`src/rtl/vpu_pathway_sequencer.sv`:
```
// ----------------------------------------------------------------------------
// vpu_pathway_sequencer
//   Command-driven sequencer for the VPU pipe_register chain. One command
//   carries a stage-enable mask and a vector count. The mask is held on
//   o_stage_en while the command is active. Exactly cmd_len vectors are
//   admitted from the systolic array. Vectors leaving the last pipe stage are
//   counted, and o_done pulses for one cycle after the final one. Protocol
//   violations and drain timeouts are flagged with sticky error bits.
//
// Ports
//   i_clk, i_rst              clock (rising edge), async active-high reset
//   i_cmd_valid / o_cmd_ready command handshake (ready only while idle)
//   i_cmd_mask, i_cmd_len     stage-enable mask and vector count of a command
//   i_in_vld / o_in_accept    vector offered / admitted into stage 0 (comb)
//   i_pipe_out_vld            out_vld of the last pipe stage
//   o_stage_en                registered mask driven to the datapath
//   o_busy, o_done            not idle / one-cycle completion pulse
//   o_err_protocol            sticky protocol error, cleared on next command
//   o_err_timeout             sticky drain watchdog error, cleared likewise
// ----------------------------------------------------------------------------
module vpu_pathway_sequencer #(
  parameter int NUM_STAGES = 4,
  parameter int CNT_W      = 16,
  parameter int TIMEOUT    = 64
) (
  input  logic                  i_clk,
  input  logic                  i_rst,
  input  logic                  i_cmd_valid,
  output logic                  o_cmd_ready,
  input  logic [NUM_STAGES-1:0] i_cmd_mask,
  input  logic [CNT_W-1:0]      i_cmd_len,
  input  logic                  i_in_vld,
  output logic                  o_in_accept,
  input  logic                  i_pipe_out_vld,
  output logic [NUM_STAGES-1:0] o_stage_en,
  output logic                  o_busy,
  output logic                  o_done,
  output logic                  o_err_protocol,
  output logic                  o_err_timeout
);

  typedef enum logic [1:0] {
    S_IDLE  = 2'd0,
    S_RUN   = 2'd1,
    S_DRAIN = 2'd2,
    S_DONE  = 2'd3
  } state_t;

  // Watchdog fires on the idle DRAIN cycle whose count equals TIMEOUT-1.
  localparam bit               LP_WDOG_EN  = (TIMEOUT != 0);
  localparam logic [CNT_W-1:0] LP_IDLE_MAX = (TIMEOUT > 0) ? CNT_W'(TIMEOUT - 1) : {CNT_W{1'b0}};

  state_t                r_state;
  state_t                w_state_nxt;
  logic [CNT_W-1:0]      r_len;
  logic [CNT_W-1:0]      r_in_cnt;
  logic [CNT_W-1:0]      r_out_cnt;
  logic [CNT_W-1:0]      r_idle_cnt;
  logic [NUM_STAGES-1:0] r_stage_en;
  logic                  r_err_protocol;
  logic                  r_err_timeout;

  logic                  w_cmd_acc;
  logic                  w_in_inc;
  logic                  w_out_inc;
  logic                  w_in_last;
  logic                  w_out_last;
  logic                  w_timeout_hit;
  logic                  w_proto_viol;

  // Event decode: handshakes, counter increments and completion conditions.
  always_comb begin
    w_cmd_acc     = i_cmd_valid && (r_state == S_IDLE);
    w_in_inc      = i_in_vld && (r_state == S_RUN) && (r_in_cnt < r_len);
    w_out_inc     = i_pipe_out_vld && ((r_state == S_RUN) || (r_state == S_DRAIN))
                    && (r_out_cnt < r_len);
    // Counters never pass r_len, so +1 cannot overflow here.
    w_in_last     = w_in_inc  && ((r_in_cnt  + CNT_W'(1)) == r_len);
    w_out_last    = w_out_inc && ((r_out_cnt + CNT_W'(1)) == r_len);
    w_timeout_hit = LP_WDOG_EN && (r_state == S_DRAIN) && !i_pipe_out_vld
                    && (r_idle_cnt == LP_IDLE_MAX);
    // Any offer that is not counted is a violation: covers wrong state,
    // overrun beyond len, and outputs after the final vector.
    w_proto_viol  = (i_in_vld && !w_in_inc) || (i_pipe_out_vld && !w_out_inc);
  end

  // FSM state register.
  always_ff @(posedge i_clk or posedge i_rst) begin
    if (i_rst) begin
      r_state <= S_IDLE;
    end else begin
      r_state <= w_state_nxt;
    end
  end

  // FSM next-state logic; output completion wins over input completion so a
  // zero-latency pathway goes straight from RUN to DONE.
  always_comb begin
    w_state_nxt = r_state;
    case (r_state)
      S_IDLE: begin
        if (w_cmd_acc) begin
          w_state_nxt = (i_cmd_len == {CNT_W{1'b0}}) ? S_DONE : S_RUN;
        end else begin
          w_state_nxt = S_IDLE;
        end
      end
      S_RUN: begin
        if (w_out_last) begin
          w_state_nxt = S_DONE;
        end else if (w_in_last) begin
          w_state_nxt = S_DRAIN;
        end else begin
          w_state_nxt = S_RUN;
        end
      end
      S_DRAIN: begin
        if (w_out_last || w_timeout_hit) begin
          w_state_nxt = S_DONE;
        end else begin
          w_state_nxt = S_DRAIN;
        end
      end
      S_DONE:  w_state_nxt = S_IDLE;
      default: w_state_nxt = S_IDLE;
    endcase
  end

  // FSM output decode from the state register, plus the comb admit strobe.
  always_comb begin
    o_cmd_ready = (r_state == S_IDLE);
    o_busy      = (r_state != S_IDLE);
    o_done      = (r_state == S_DONE);
    o_in_accept = w_in_inc;
  end

  // Command registers, counters, stage mask and sticky error flags.
  always_ff @(posedge i_clk or posedge i_rst) begin
    if (i_rst) begin
      r_len          <= {CNT_W{1'b0}};
      r_in_cnt       <= {CNT_W{1'b0}};
      r_out_cnt      <= {CNT_W{1'b0}};
      r_idle_cnt     <= {CNT_W{1'b0}};
      r_stage_en     <= {NUM_STAGES{1'b0}};
      r_err_protocol <= 1'b0;
      r_err_timeout  <= 1'b0;
    end else if (w_cmd_acc) begin
      r_len          <= i_cmd_len;
      r_in_cnt       <= {CNT_W{1'b0}};
      r_out_cnt      <= {CNT_W{1'b0}};
      r_idle_cnt     <= {CNT_W{1'b0}};
      r_stage_en     <= i_cmd_mask;
      r_err_protocol <= 1'b0;
      r_err_timeout  <= 1'b0;
    end else begin
      if (w_in_inc) begin
        r_in_cnt <= r_in_cnt + CNT_W'(1);
      end
      if (w_out_inc) begin
        r_out_cnt <= r_out_cnt + CNT_W'(1);
      end
      // Idle run length only matters in DRAIN; saturate so a disabled
      // watchdog cannot wrap it.
      if (r_state == S_DRAIN) begin
        if (i_pipe_out_vld) begin
          r_idle_cnt <= {CNT_W{1'b0}};
        end else if (r_idle_cnt != {CNT_W{1'b1}}) begin
          r_idle_cnt <= r_idle_cnt + CNT_W'(1);
        end
      end
      if (w_proto_viol) begin
        r_err_protocol <= 1'b1;
      end
      if (w_timeout_hit) begin
        r_err_timeout <= 1'b1;
      end
      if (r_state == S_DONE) begin
        r_stage_en <= {NUM_STAGES{1'b0}};
      end
    end
  end

  assign o_stage_en     = r_stage_en;
  assign o_err_protocol = r_err_protocol;
  assign o_err_timeout  = r_err_timeout;

endmodule

```
`config.mk`:
```
export PLATFORM = sky130hd
export DESIGN_NAME = vpu_pathway_sequencer
export DESIGN_NICKNAME = d
export VERILOG_FILES = /design/src/rtl/vpu_pathway_sequencer.sv
export SDC_FILE = /design/constraint.sdc
export NUM_CORES = 1
export LEC_CHECK = 0
export BUFFER_PORTS_ARGS = -buffer_cell sky130_fd_sc_hd__buf_2
export CAP_MARGIN = 20
export CORE_UTILIZATION = 55
export DETAILED_ROUTE_END_ITERATION = 6
export PLACE_DENSITY = 0.73
export SYNTH_ARGS = -nofsm -noshare
export SYNTH_HDL_FRONTEND = slang
export SYNTH_SLANG_ARGS = --single-unit
```
`constraint.sdc`:
```
create_clock -name i_clk -period 4.45 [get_ports i_clk]
set_input_delay 0.445 -clock i_clk [delete_from_list [all_inputs] [get_ports i_clk]]
set_output_delay 0.445 -clock i_clk [all_outputs]
set_load 0.05 [all_outputs]
```
# Word-level counts from Yosys, hierarchy flattened
# Cells that the tools add are included.
# W data, S select, Z words.
[totals]
regBits = 72
inputBits = 25
output_inout_bits = 10
elab_cells = 68
[classes]
addsub = 3
order_cmp = 2
eq_ne = 7
mux = 20
reduce_logical = 28
[ops]
columns = ["cell", "count"]
rows = [
  ["$mux W16", 8],
  ["$add A16 B1 Y16 const B", 3],
  ["$eq A16 B16 Y1", 2],
  ["$lt A16 B16 Y1", 2],
  ["$eq A16 B6 Y1 const B", 1],
  ["$logic_not A16 Y1", 1],
  ["$ne A16 B16 Y1 const B", 1],
  ["$reduce_bool A2 Y1", 7],
  ["$logic_and A1 B1 Y1", 11],
  ["$mux W2", 4],
  ["$mux W4", 2],
  ["$pmux W2 S4", 1],
  ["$mux W1", 5],
  ["$eq A2 B2 Y1 const B", 2],
  ["$logic_not A1 Y1", 3],
  ["$logic_or A1 B1 Y1", 3],
  ["$reduce_bool A3 Y1", 1],
  ["$eq A2 B1 Y1 const B", 1],
  ["$logic_not A2 Y1", 1],
  ["$reduce_and A2 Y1", 1],
]

# Depth between registers and ports, before layout
# Gate-level depths: netlist (run 1).
[depth]
ltp_word = 9
depth_mapped = 12
mapped_depth_nobuf = 11

# Worst setup path before layout (run 1)
# Ideal clock, no wire load.
[synth_timing]
path_type = "reg2reg"
start = "register r_len[2]"
end = "register r_state[0]"
setup_ns = 0.121
arrival_ns = 2.473
required_time_ns = 4.329
setup_slack_ns = 1.855
path_stages_with_launch = 12
path_buffers = 1
period_less_slack_ns = 2.595
cell_sequence = "dfrtp_1 > inv_1 > ha_1 > o21ai_0 > a21oi_1 > o31ai_1 > a21oi_1 > nor4_1 > buf_2 > nand2_1 > a21o_1 > o22a_1"
[synth_via]
elab_chain_len = 6
word_cells_on_any_way = 13
cone_classes = "2 x order compare; 2 x eq/ne; 4 x mux; 5 x reduce/logical"
[synth_rtl]
columns = ["item", "line_no", "rtl"]
rows = [
  ["start: declaration", "55", "logic [CNT_W-1:0] r_len;"],
  ["start signal: assignment", "140", "r_len <= {CNT_W{1'b0}};"],
  ["start signal: assignment", "148", "r_len <= i_cmd_len;"],
  ["$lt A16 B16 Y1", "74", "w_in_inc = i_in_vld && (r_state == S_RUN) && (r_in_cnt < r_len);"],
  ["$logic_and A1 B1 Y1", "74", ""],
  ["via o_in_accept", "33", "output logic o_in_accept,"],
  ["$logic_and A1 B1 Y1", "78", "w_in_last = w_in_inc && ((r_in_cnt + CNT_W'(1)) == r_len);"],
  ["$mux W2", "111", "end else if (w_in_last) begin"],
  ["$mux W2", "109", "if (w_out_last) begin"],
  ["$pmux W2 S4", "100", "case (r_state)"],
  ["via w_state_nxt[0]", "54", "state_t w_state_nxt;"],
  ["end signal: assignment", "92", "r_state <= w_state_nxt;"],
  ["end: declaration", "53", "state_t r_state;"],
]
# The timed path passes the listed nets, and every way through them passes these cells.
# A chain may end at the register's enable or synchronous reset.

# Final worst setup path (run 1)
[layout_timing]
start = "register r_len[2]"
end = "output o_in_accept"
[layout_via]
elab_chain_len = 2
[layout_rtl]
columns = ["item", "line_no"]
rows = [
  ["$lt A16 B16 Y1", "74"],
  ["$logic_and A1 B1 Y1", "74"],
  ["end: declaration", "33"],
]
# Every way passes these cells.

==> key figures, run 1 <==
Outcome
  – Status: complete, no violations

Pwr
  – Peak VDD IR: 0.000208 V
  – Power Density: 492 nW/um^2
  – Clk pwr share: 22.0%
  – Net Sw Frac: 42.2%
  – Reg power frac: 36.6%
  – Leakage: 0.00255 uW
  – Logic gate share of total power: 41.4%
  – Int Pwr: 1550 uW
  – Psw: 1130 uW

Route
  – Final ANT Viol Nets: 0
  – Detailed-route DRC error count: 0
  – Drt pass-1 iters: 4
  – DR iter-0 viols: 194
  – Routed vias: 4158
  – Routed vias/inst: 5.78
  – Routed wire per std cell: 16.0 um
  – Final WL: 11.5 mm

Place
  – Port bufs: 34
  – Worst slack at placement: 1540 ps
  – DP Wirelength: 8.54 mm
  – Routability cong.: 0.854

Logic synthesis
  – Post-synth net total: 646
  – Ys flop type: dfrtp_1
  – Post-synth ARST share: 100%
  – Post-synthesis cell type count: 53
  – Synth Register Bits: 72
  – Syn Inst Count: 582
  – Ys Warns: 0
  – Post-synth EDFFs: 0
  – Mapped Area: 4990 um^2
  – Post-Synthesis Mean Instance Area: 8.57 um^2
  – Area contributors post-synth: dfrtp_1 36%, ha_1 9.8%, xor2_1 7.2%
  – Register area share after synthesis: 36.1%
  – Synth top area share: 36.1%
  – Leading area contributor after synthesis: dfrtp_1

Clock network
  – Setup bufs post-CTS: 0
  – Clock slew at reported path FFs: 80 ps
  – CTS Buf Count: 9
  – TritonCTS clock tree: done
  – Depth of the CTS H-tree: 3
  – Post-cts hold buffer count: 0
  – Clk root buf: clkbuf_8
  – Post-CTS sizing: 0
  – Clk Latency, worst-skew pair: 360 ps
  – CTS max path bufs: 2
  – Sink Count: 72

Critical path
  – Worst setup SP type: flop
  – CP Class: flop to output port
  – Crit Path Max Fanout: 11
  – Req. time, crit path: 4010 ps
  – Worst r2r path cells: 11
  – Critical path capture point type: output port
  – CP arrival: 2880 ps

STA
  – Hold WS: 185 ps
  – Max_slew headroom: 49.4%
  – Period utilization: 74.7%
  – Final worst path period need: 3320 ps
  – Worst Max-Slew Pin Slew: 759 ps
  – Final hold violations: 0
  – Final TNS setup: 0 ps
  – Final Skew: 13.7 ps
  – PnR worst setup slack: 1130 ps
  – RSZ-0062 raised after global routing: false
  – Final setup fails: 0
  – Highest clock rate: 301 MHz
  – Final Max Tran Viols: 0

Global route
  – Vias in the first global route: 4002
  – Global-route wire length before repair: 19.5 mm
  – Gr ovfl total: 0
  – Largest net degree at the start of global routing: 59
  – Initial antenna violation count: 0
  – GRT Total Usage: 25.8%

Floorplanning
  – I/O Pins: 35
  – Die width: 97.2 um
  – Core box area: 8760 um^2
  – Die area: 9450 um^2
  – Die Ht: 97.2 um
  – FP Rows: 34
  – Initial Utilization: 56.9%

Cells and area
  – Nets: 671
  – # diodes: 0
  – Fraction of layout cells with a size suffix above 1: 11.3%
  – Fin util: 62.0%
  – Area growth from synthesis to layout: 8.96%

Flow run
  – Total of max-cap violations: 0

Worst hold path
  – Worst hold-check path type: input port to asynchronous set/reset pin
[kinds of logic after synthesis]
| logic type | after synthesis | share of synthesized area, % |
|---|---|---|
| XOR/XNOR | 72 | 12.6 |
| multiplexers | 5 | 1.03 |
| AND/OR/NAND/NOR | 233 | 23.5 |
| AO/OA/AOI/OAI | 110 | 12.5 |
| flip-flops | 72 | 36.1 |
| buffers and inverters | 51 | 4.39 |
| adder cells (fa/ha/maj) | 39 | 9.79 |
[cell type report]
type / count / area, um^2
clock buffers: 11 / 141
well taps: 108 / 135
clock inverters: 5 / 80.1
multi-input cells: 459 / 2970
inverters: 27 / 101
fillers: 791 / 3330
flip-flops and latches: 72 / 1800
repair buffers: 38 / 200
[critical path, cell delays in order (launching register included)]
cell,delay (ps)
dfrtp_1,470
inv_1,150
ha_1,300
o21ai_0,130
a21oi_1,60
o31ai_1,240
a21oi_1,170
nor4_2,430
buf_4,270
buf_2,280
[sequential cells by signal, indices dropped and copies added, names as in the netlist]
name and count:
o_err_protocol 1, o_err_timeout 1, r_in_cnt 16, r_out_cnt 16, r_idle_cnt 16, r_state 2, r_len 16, o_stage_en 4
[synth_stat cells (2+ instances only)]
cell type,number
dfrtp_1,72
nand2_1,65
o21ai_0,60
nor2_1,59
xor2_1,41
ha_1,39
xnor2_1,31
inv_1,27
a21oi_1,21
and3_1,19
nand3_1,19
nand4_1,17
nor3_1,13
clkbuf_1,11
buf_2,7
nand2b_1,6
nor4_1,6
a21o_1,4
a31oi_1,4
mux2i_1,4
nor2b_1,4
o31ai_1,4
and2_1,3
and4_1,3
buf_4,3
nor4b_1,3
o21a_1,3
o22ai_1,3
a211oi_1,2
a31o_2,2
buf_1,2
nand4b_1,2
o22a_1,2
or2_2,2
[routing by layer]
layer	vias to the layer above	track usage [%]	routed length (um)
li1	2069	-	-
met1	2005	34.0	5360
met2	59	40.6	5420
met3	25	5.40	372
met4	0	12.4	384
met5	-	0	0
[power groups by stage]
stage               registers (uW)  clock network [uW]  logic [uW]
floorplan                      986                   0         830
global placement               977                   0        1080
detailed placement             987                   0        1100
CTS                            976                 606        1110
global route                   997                 626        1240
finish                         978                 589        1110
[cell usage in the layout (no fill, tap or decap), types with 13 or more instances in the layout]
cell type  netlist  routed
inv_1           27      26
o21ai_0         60      60
a21oi_1         21      21
nor2_1          59      59
nor3_1          13      13
xnor2_1         31      31
and3_1          19      19
nand3_1         19      19
xor2_1          41      41
nand2_1         65      65
nand4_1         17      17
ha_1            39      39
buf_2            7      34
dfrtp_1         72      72
[worst paths after layout]
check | startpoint | endpoint | slack [ps]
worst max-delay path | r_len[2]$_DFFE_PP0P_ | o_in_accept | 1130
worst min-delay path | i_rst | r_idle_cnt[6]$_DFFE_PP0P_ | 190
worst max register to register | r_len[2]$_DFFE_PP0P_ | r_in_cnt[13]$_DFFE_PP0P_ | 1550
worst min register to register | o_err_timeout$_DFFE_PP0P_ | o_err_timeout$_DFFE_PP0P_ | 510
max in group asynchronous | i_rst | r_idle_cnt[4]$_DFFE_PP0P_ | 3270
min in group i_clk | i_cmd_mask[3] | o_stage_en[3]$_DFFE_PP0P_ | 280
[through the flow]
| step | power [uW] | instances | area (um^2) |
|---|---|---|---|
| detailed placement | 2090 | 704 | 5210 |
| CTS | 2690 | 720 | 5430 |
| finish | 2670 | 720 | 5430 |
| floorplan | 1820 | 582 | 4990 |
| global placement | 2050 | 704 | 5210 |
| global route | 2870 | 720 | 5430 |
Power figures use the tool's default switching activity.
==> run 2: changes to the inputs <==
--- a/config.mk
+++ b/config.mk
@@ -9,7 +9,7 @@
 export CAP_MARGIN = 20
 export CORE_UTILIZATION = 55
 export DETAILED_ROUTE_END_ITERATION = 6
-export PLACE_DENSITY = 0.73
+export PLACE_DENSITY = 0.76
 export SYNTH_ARGS = -nofsm -noshare
 export SYNTH_HDL_FRONTEND = slang
 export SYNTH_SLANG_ARGS = --single-unit
==> constraint.sdc (replaced) <==
create_clock -name i_clk -period 2.96 [get_ports i_clk]
set_input_delay 0.296 -clock i_clk [delete_from_list [all_inputs] [get_ports i_clk]]
set_output_delay 0.296 -clock i_clk [all_outputs]
set_load 0.05 [all_outputs]
==> key figures, run 2 (synthesized netlist as in run 1, its figures left out) <==
Pwr
  – Power Density: 734 nW/um^2 (+49%)
  – Psw: 1750 uW (+55%)
  – Int Pwr: 2290 uW (+48%)
  – Leakage: 0.00260 uW (+2.0%)
  – Logic gate share of total power: 44.5% (+3.1 points)
  – Net Sw Frac: 43.3% (+1.2 points)
  – Reg power frac: 35.7% (-0.9 points)
  – Clk pwr share: 19.8% (-2.2 points)
  – Peak VDD IR: 0.000299 V (+44%)

Flow run
  – Total of max-cap violations: 0 (unchanged)

STA
  – RSZ-0062 raised after global routing: false
  – Max_slew headroom: 37.9% (-11 points)
  – Final Max Tran Viols: 0 (unchanged)
  – PnR worst setup slack: 145 ps (-981 ps)
  – Final TNS setup: 0 ps (unchanged)
  – Period utilization: 95.1%
  – Final worst path period need: 2820 ps
  – Final hold violations: 0 (unchanged)
  – Final Skew: 10.9 ps (-2.82 ps)
  – Highest clock rate: 355 MHz
  – Worst Max-Slew Pin Slew: 931 ps (+172 ps)
  – Final setup fails: 0 (unchanged)

Critical path
  – Crit-path max cell delay: 440 ps (-30 ps)
  – Req. time, crit path: 2660 ps (-1350 ps)
  – Setup slack, reg-to-reg: 310 ps (-1240 ps)
  – CP Class: flop to output port
  – CP delay by family, top: compound AO/OA/AOI/OAI gates
  – Worst r2r dst: r_in_cnt[11]$_DFFE_PP0P_
  – Worst r2r path cells: 12 (+1)
  – Critical path buffers and inverters: 3 (unchanged)
  – Critical path capture point type: output port
  – Worst setup SP type: flop
  – R2r startpoint: r_len[9]$_DFFE_PP0P_
  – Most frequent CP cell: buf_4
  – Worst path cell trace: inv_1, ha_1, a21oi_1, nor2_1, a211oi_1, o21ai_0, nor4_2, buf_4, buf_4
  – CP arrival: 2520 ps (-360 ps)
  – Crit-path slowest cell: dfrtp_1
  – Crit Path Max Fanout: 11 (unchanged)
  – Worst setup path startpoint: r_len[9]$_DFFE_PP0P_

Place
  – Worst slack at placement: 228 ps (-1320 ps)
  – DP Wirelength: 8.58 mm (+0.45%)
  – Port bufs: 34 (unchanged)
  – Routability cong.: 0.856 (+0.20%)

Cells and area
  – Nets: 682 (+1.6%)
  – # fillers: 758 (-4.2%)
  – Most frequent cells in the layout: 71 x dfrtp_1, 65 x nand2_1, 60 x o21ai_0
  – Fraction of layout cells with a size suffix above 1: 13.2% (+1.9 points)
  – Commonest non-fill, non-tap cell in the layout: dfrtp_1
  – # diodes: 0 (unchanged)
  – Area growth from synthesis to layout: 10.5%

Clock network
  – TritonCTS clock tree: done
  – CTS Buf Count: 9 (unchanged)
  – Clock slew at reported path FFs: 90 ps (about the same)
  – Sink Count: 72 (unchanged)
  – Post-cts hold buffer count: 0 (unchanged)
  – Depth of the CTS H-tree: 3 (unchanged)
  – Clk root buf: clkbuf_8
  – CTS max path bufs: 2 (unchanged)
  – Clk Latency, worst-skew pair: 350 ps (about the same)

Route
  – Drt pass-1 iters: 5 (+1)
  – Routed vias/inst: 5.92 (+2.5%)
  – Routed vias: 4326 (+4.0%)
  – Final ANT Viol Nets: 0 (unchanged)
  – Detailed-route DRC error count: 0 (unchanged)
  – Final WL: 11.7 mm (+1.1%)
  – DR iter-0 viols: 294 (+52%)
  – Routed wire per std cell: 16.0 um (-0.45%)

Floorplanning
  – I/O Pins: 35 (unchanged)
  – Die area: 9450 um^2 (unchanged)
  – Die width: 97.2 um (unchanged)
  – Die Ht: 97.2 um (unchanged)
  – FP Rows: 34 (unchanged)
  – Initial Utilization: 56.9% (unchanged)
  – Core box area: 8760 um^2 (unchanged)

Worst hold path
  – Hold Path End: o_stage_en[3]$_DFFE_PP0P_
  – Hold_sp: i_cmd_mask[3]
  – Hold path cells: 3
  – Worst hold-check path type: input port to flop

Global route
  – Gr ovfl total: 0 (unchanged)
  – Initial antenna violation count: 0 (unchanged)
  – Global-route wire length before repair: 19.9 mm (+1.8%)
  – GRT Total Usage: 26.0% (+0.22 points)
  – Vias in the first global route: 4121 (+3.0%)
  – Largest net degree at the start of global routing: 75 (+27%)

Outcome
  – Status: complete, no violations
[run 2: per-stage QoR]
step                utilization (%)  total power, uW  hold slack (ps)  instance area (um^2)  cells
global route                   62.9             4330              166                  5510    731
CTS                            62.5             4030              132                  5480    727
global placement               60.2             3130              480                  5280    711
floorplan                         -             2730              413                  4990    582
finish                         62.9             4040              147                  5510    731
detailed placement             60.2             3200              500                  5280    711
[run 2: layout make-up]
class	count	area, um^2	share of cell area, %
multi-input cells	459	2980	54.0
flip-flops and latches	72	1800	32.7
repair buffers	49	298	5.40
well taps	108	135	2.45
clock buffers	10	128	2.32
inverters	27	101	1.84
clock inverters	6	68.8	1.25
[run 2: routing by layer]
| metal | wire [um] | global-route usage [%] |
|---|---|---|
| met1 | 5520 | 36.6 |
| met2 | 5390 | 40.6 |
| met3 | 444 | 4.03 |
| met4 | 309 | 9.73 |
| met5 | 0 | 0 |
[run 2: worst max path at each step]
stage,slack (ps),depth (start not counted),endpoint
floorplan,370,11,r_state[0]$_DFF_PP0_
global placement,320,12,r_in_cnt[11]$_DFFE_PP0P_
detailed placement,230,12,r_in_cnt[11]$_DFFE_PP0P_
CTS,20,9,o_in_accept
global route,20,9,o_in_accept
finish,140,9,o_in_accept
[run 2: repair_timing]
action / CTS / global route
setup buffers: 0 / 4
gates resized for setup: 1 / 2
endpoints found under the setup margin: 1 / 13
[run 2: worst reg2reg max path: cells and delay by family (launching register included)]
| family | cells | cell delay [ps] |
|---|---|---|
| and+or+nand+nor | 5 | 650 |
| adders and majority gates | 1 | 320 |
| xor gates and xnor gates | 1 | 150 |
| DFF | 1 | 440 |
| AOI/OAI and AO/OA | 3 | 610 |
| buffers and inverters | 2 | 340 |
[run 2: power groups by stage]
stage / Sequential [uW] / Clock [uW] / Combinational [uW]
after floorplan: 1480 / 0 / 1250
after global placement: 1440 / 0 / 1690
after detailed placement: 1450 / 0 / 1750
after CTS: 1430 / 815 / 1780
after global routing: 1470 / 850 / 2010
final: 1440 / 801 / 1800
==> run 3: changes to the inputs <==
--- a/config.mk
+++ b/config.mk
@@ -10,6 +10,7 @@
 export CORE_UTILIZATION = 55
 export DETAILED_ROUTE_END_ITERATION = 6
 export PLACE_DENSITY = 0.76
+export RECOVER_POWER = 25
 export SYNTH_ARGS = -nofsm -noshare
 export SYNTH_HDL_FRONTEND = slang
 export SYNTH_SLANG_ARGS = --single-unit
==> key figures, run 3 (synthesized netlist as in run 1, its figures left out) <==
Outcome
  – Status: finished, violations left
  – Failing checks: max-capacitance violations, max-slew violations

STA
  – Final TNS setup: 0 ps (unchanged)
  – Final worst path period need: 2810 ps (-2.75 ps)
  – Highest clock rate: 356 MHz (about the same)
  – Final setup fails: 0 (unchanged)
  – Max_slew headroom: -20.4% (-58 points)
  – Worst Max-Slew Pin Slew: 1810 ps (+876 ps)
  – Final Skew: 11.1 ps (+0.270 ps)
  – Period utilization: 95.0% (about the same)
  – PnR worst setup slack: 148 ps (+2.75 ps)
  – Final Max Tran Viols: 73 (+73)
  – Final hold violations: 0 (unchanged)
  – RSZ-0062 raised after global routing: false

Cells and area
  – Fin util: 62.8% (about the same)
  – Non-Filler Instances: 731 (unchanged)
  – Nets: 682 (unchanged)
  – # diodes: 0 (unchanged)
  – Register area: 1800 um^2 (unchanged)
  – Fraction of layout cells with a size suffix above 1: 13.0% (-0.16 points)
  – Area growth from synthesis to layout: 10.5% (about the same)
  – Commonest non-fill, non-tap cell in the layout: dfrtp_1
  – Multi-input gate area: 2980 um^2 (unchanged)
  – Most frequent cells in the layout: 71 x dfrtp_1, 65 x nand2_1, 60 x o21ai_0
  – # fillers: 759 (+0.13%)
  – Design area: 5510 um^2 (about the same)

Clock network
  – Depth of the CTS H-tree: 3 (unchanged)
  – Sink Count: 72 (unchanged)
  – CTS max path bufs: 2 (unchanged)
  – CTS Buf Count: 9 (unchanged)
  – TritonCTS clock tree: done
  – Clk root buf: clkbuf_8
  – Clock slew at reported path FFs: 90 ps (about the same)
  – Clk Latency, worst-skew pair: 350 ps (about the same)
  – Post-cts hold buffer count: 0 (unchanged)

Floorplanning
  – Die Ht: 97.2 um (unchanged)
  – Initial Utilization: 56.9% (unchanged)
  – Die area: 9450 um^2 (unchanged)
  – Core box area: 8760 um^2 (unchanged)
  – I/O Pins: 35 (unchanged)
  – Die width: 97.2 um (unchanged)
  – FP Rows: 34 (unchanged)

Global route
  – Initial antenna violation count: 0 (unchanged)
  – Largest net degree at the start of global routing: 75 (unchanged)
  – GRT Total Usage: 26.0% (unchanged)
  – Vias in the first global route: 4121 (unchanged)
  – Global-route wire length before repair: 19.9 mm (unchanged)
  – Gr ovfl total: 0 (unchanged)

Place
  – Routability cong.: 0.856 (unchanged)
  – Port bufs: 34 (unchanged)
  – Placed inst area: 5280 um^2 (unchanged)
  – DP Wirelength: 8.58 mm (unchanged)
  – Dpl cells: 711 (unchanged)
  – Worst slack at placement: 228 ps (unchanged)

Route
  – Final ANT Viol Nets: 0 (unchanged)
  – Detailed-route DRC error count: 0 (unchanged)
  – Final WL: 11.7 mm (about the same)
  – Routed vias: 4313 (-0.30%)
  – Drt pass-1 iters: 5 (unchanged)
  – Routed wire per std cell: 16.0 um (about the same)
  – Routed vias/inst: 5.90 (-0.30%)
  – DR iter-0 viols: 311 (+5.8%)

Worst hold path
  – Worst hold-check path type: input port to flop
  – Hold path cells: 3 (unchanged)
  – Hold Path End: o_stage_en[3]$_DFFE_PP0P_
  – Hold_sp: i_cmd_mask[3]

Critical path
  – Worst r2r dst: r_in_cnt[11]$_DFFE_PP0P_
  – Setup slack, reg-to-reg: 310 ps (about the same)
  – Worst setup SP type: flop
  – Req. time, crit path: 2660 ps (about the same)
  – Most frequent CP cell: buf_4
  – CP delay by family, top: compound AO/OA/AOI/OAI gates
  – Worst r2r path cells: 12 (unchanged)
  – CP arrival: 2520 ps (about the same)
  – Crit-path max cell delay: 440 ps (about the same)
  – Crit-path slowest cell: dfrtp_1
  – Critical path capture point type: output port
  – Critical path buffers and inverters: 3 (unchanged)
  – Crit Path Max Fanout: 11 (unchanged)
  – Worst path cell trace: inv_1, ha_1, a21oi_1, nor2_1, a211oi_1, o21ai_0, nor4_2, buf_4, buf_4
  – R2r startpoint: r_len[9]$_DFFE_PP0P_
  – CP Class: flop to output port

Flow run
  – Total of max-cap violations: 1 (+1)

Pwr
  – Power Density: 733 nW/um^2 (about the same)
  – Peak VDD IR: 0.000296 V (-0.93%)
  – Leakage: 0.00260 uW (about the same)
run 3: power breakdown:
part / total [uW] / leakage [uW] / internal, uW / switching (uW)
Combinational: 1800 / 0.00155 / 716 / 1080
Clock: 802 / 0.0000968 / 394 / 407
Sequential: 1440 / 0.000958 / 1180 / 260
Total: 4040 / 0.00260 / 2290 / 1750
run 3: metrics by stage:
step | total power, uW | hold WS (ps)
after floorplan | 2730 | 413
after global placement | 3130 | 480
after detailed placement | 3200 | 500
after CTS | 4030 | 132
after global routing | 4330 | 166
final | 4040 | 147
run 3: repair_timing:
| item | 4_1_cts | 5_1_grt |
|---|---|---|
| setup endpoints to repair | 1 | 13 |
| resized for setup | 1 | 2 |
| setup buffers | 0 | 4 |
run 3: layer usage:
layer | routed length, um | track usage, % | vias up
li1 | - | - | 2096
met3 | 484 | 4.03 | 25
met4 | 275 | 9.73 | 0
met1 | 5480 | 36.6 | 2074
met2 | 5420 | 40.6 | 118
met5 | 0 | 0 | -
run 3: how the worst max path moves through the flow:
stage / start / endpoint / slack (ps) / cells after the start
finish: r_len[9]$_DFFE_PP0P_ / o_in_accept / 150 / 9
global route: r_len[9]$_DFFE_PP0P_ / o_in_accept / 20 / 9
CTS: r_len[2]$_DFFE_PP0P_ / o_in_accept / 20 / 9
detailed placement: r_len[2]$_DFFE_PP0P_ / r_in_cnt[11]$_DFFE_PP0P_ / 230 / 12
global placement: r_len[2]$_DFFE_PP0P_ / r_in_cnt[11]$_DFFE_PP0P_ / 320 / 12
floorplan: r_len[2]$_DFFE_PP0P_ / r_state[0]$_DFF_PP0_ / 370 / 11
run 3: final cells by class:
cell class                      count  share of cell area, %
Clock buffer                       10                   2.32
Clock inverter                      6                   1.25
Inverter                           27                   1.84
Multi-Input combinational cell    459                   54.0
Sequential cell                    72                   32.7
Tap cell                          108                   2.45
Timing Repair Buffer               49                   5.36
run 3: worst register-to-register path, cell delays in order (launching register included):
cell and delay [ps]:
dfrtp_1 440, inv_1 120, ha_1 320, a21oi_1 160
nor2_1 70, a211oi_1 310, o21ai_0 150, nor4_2 150
buf_4 220, nand2_1 140, nor3_1 220, xnor2_1 150
nor2_1 60
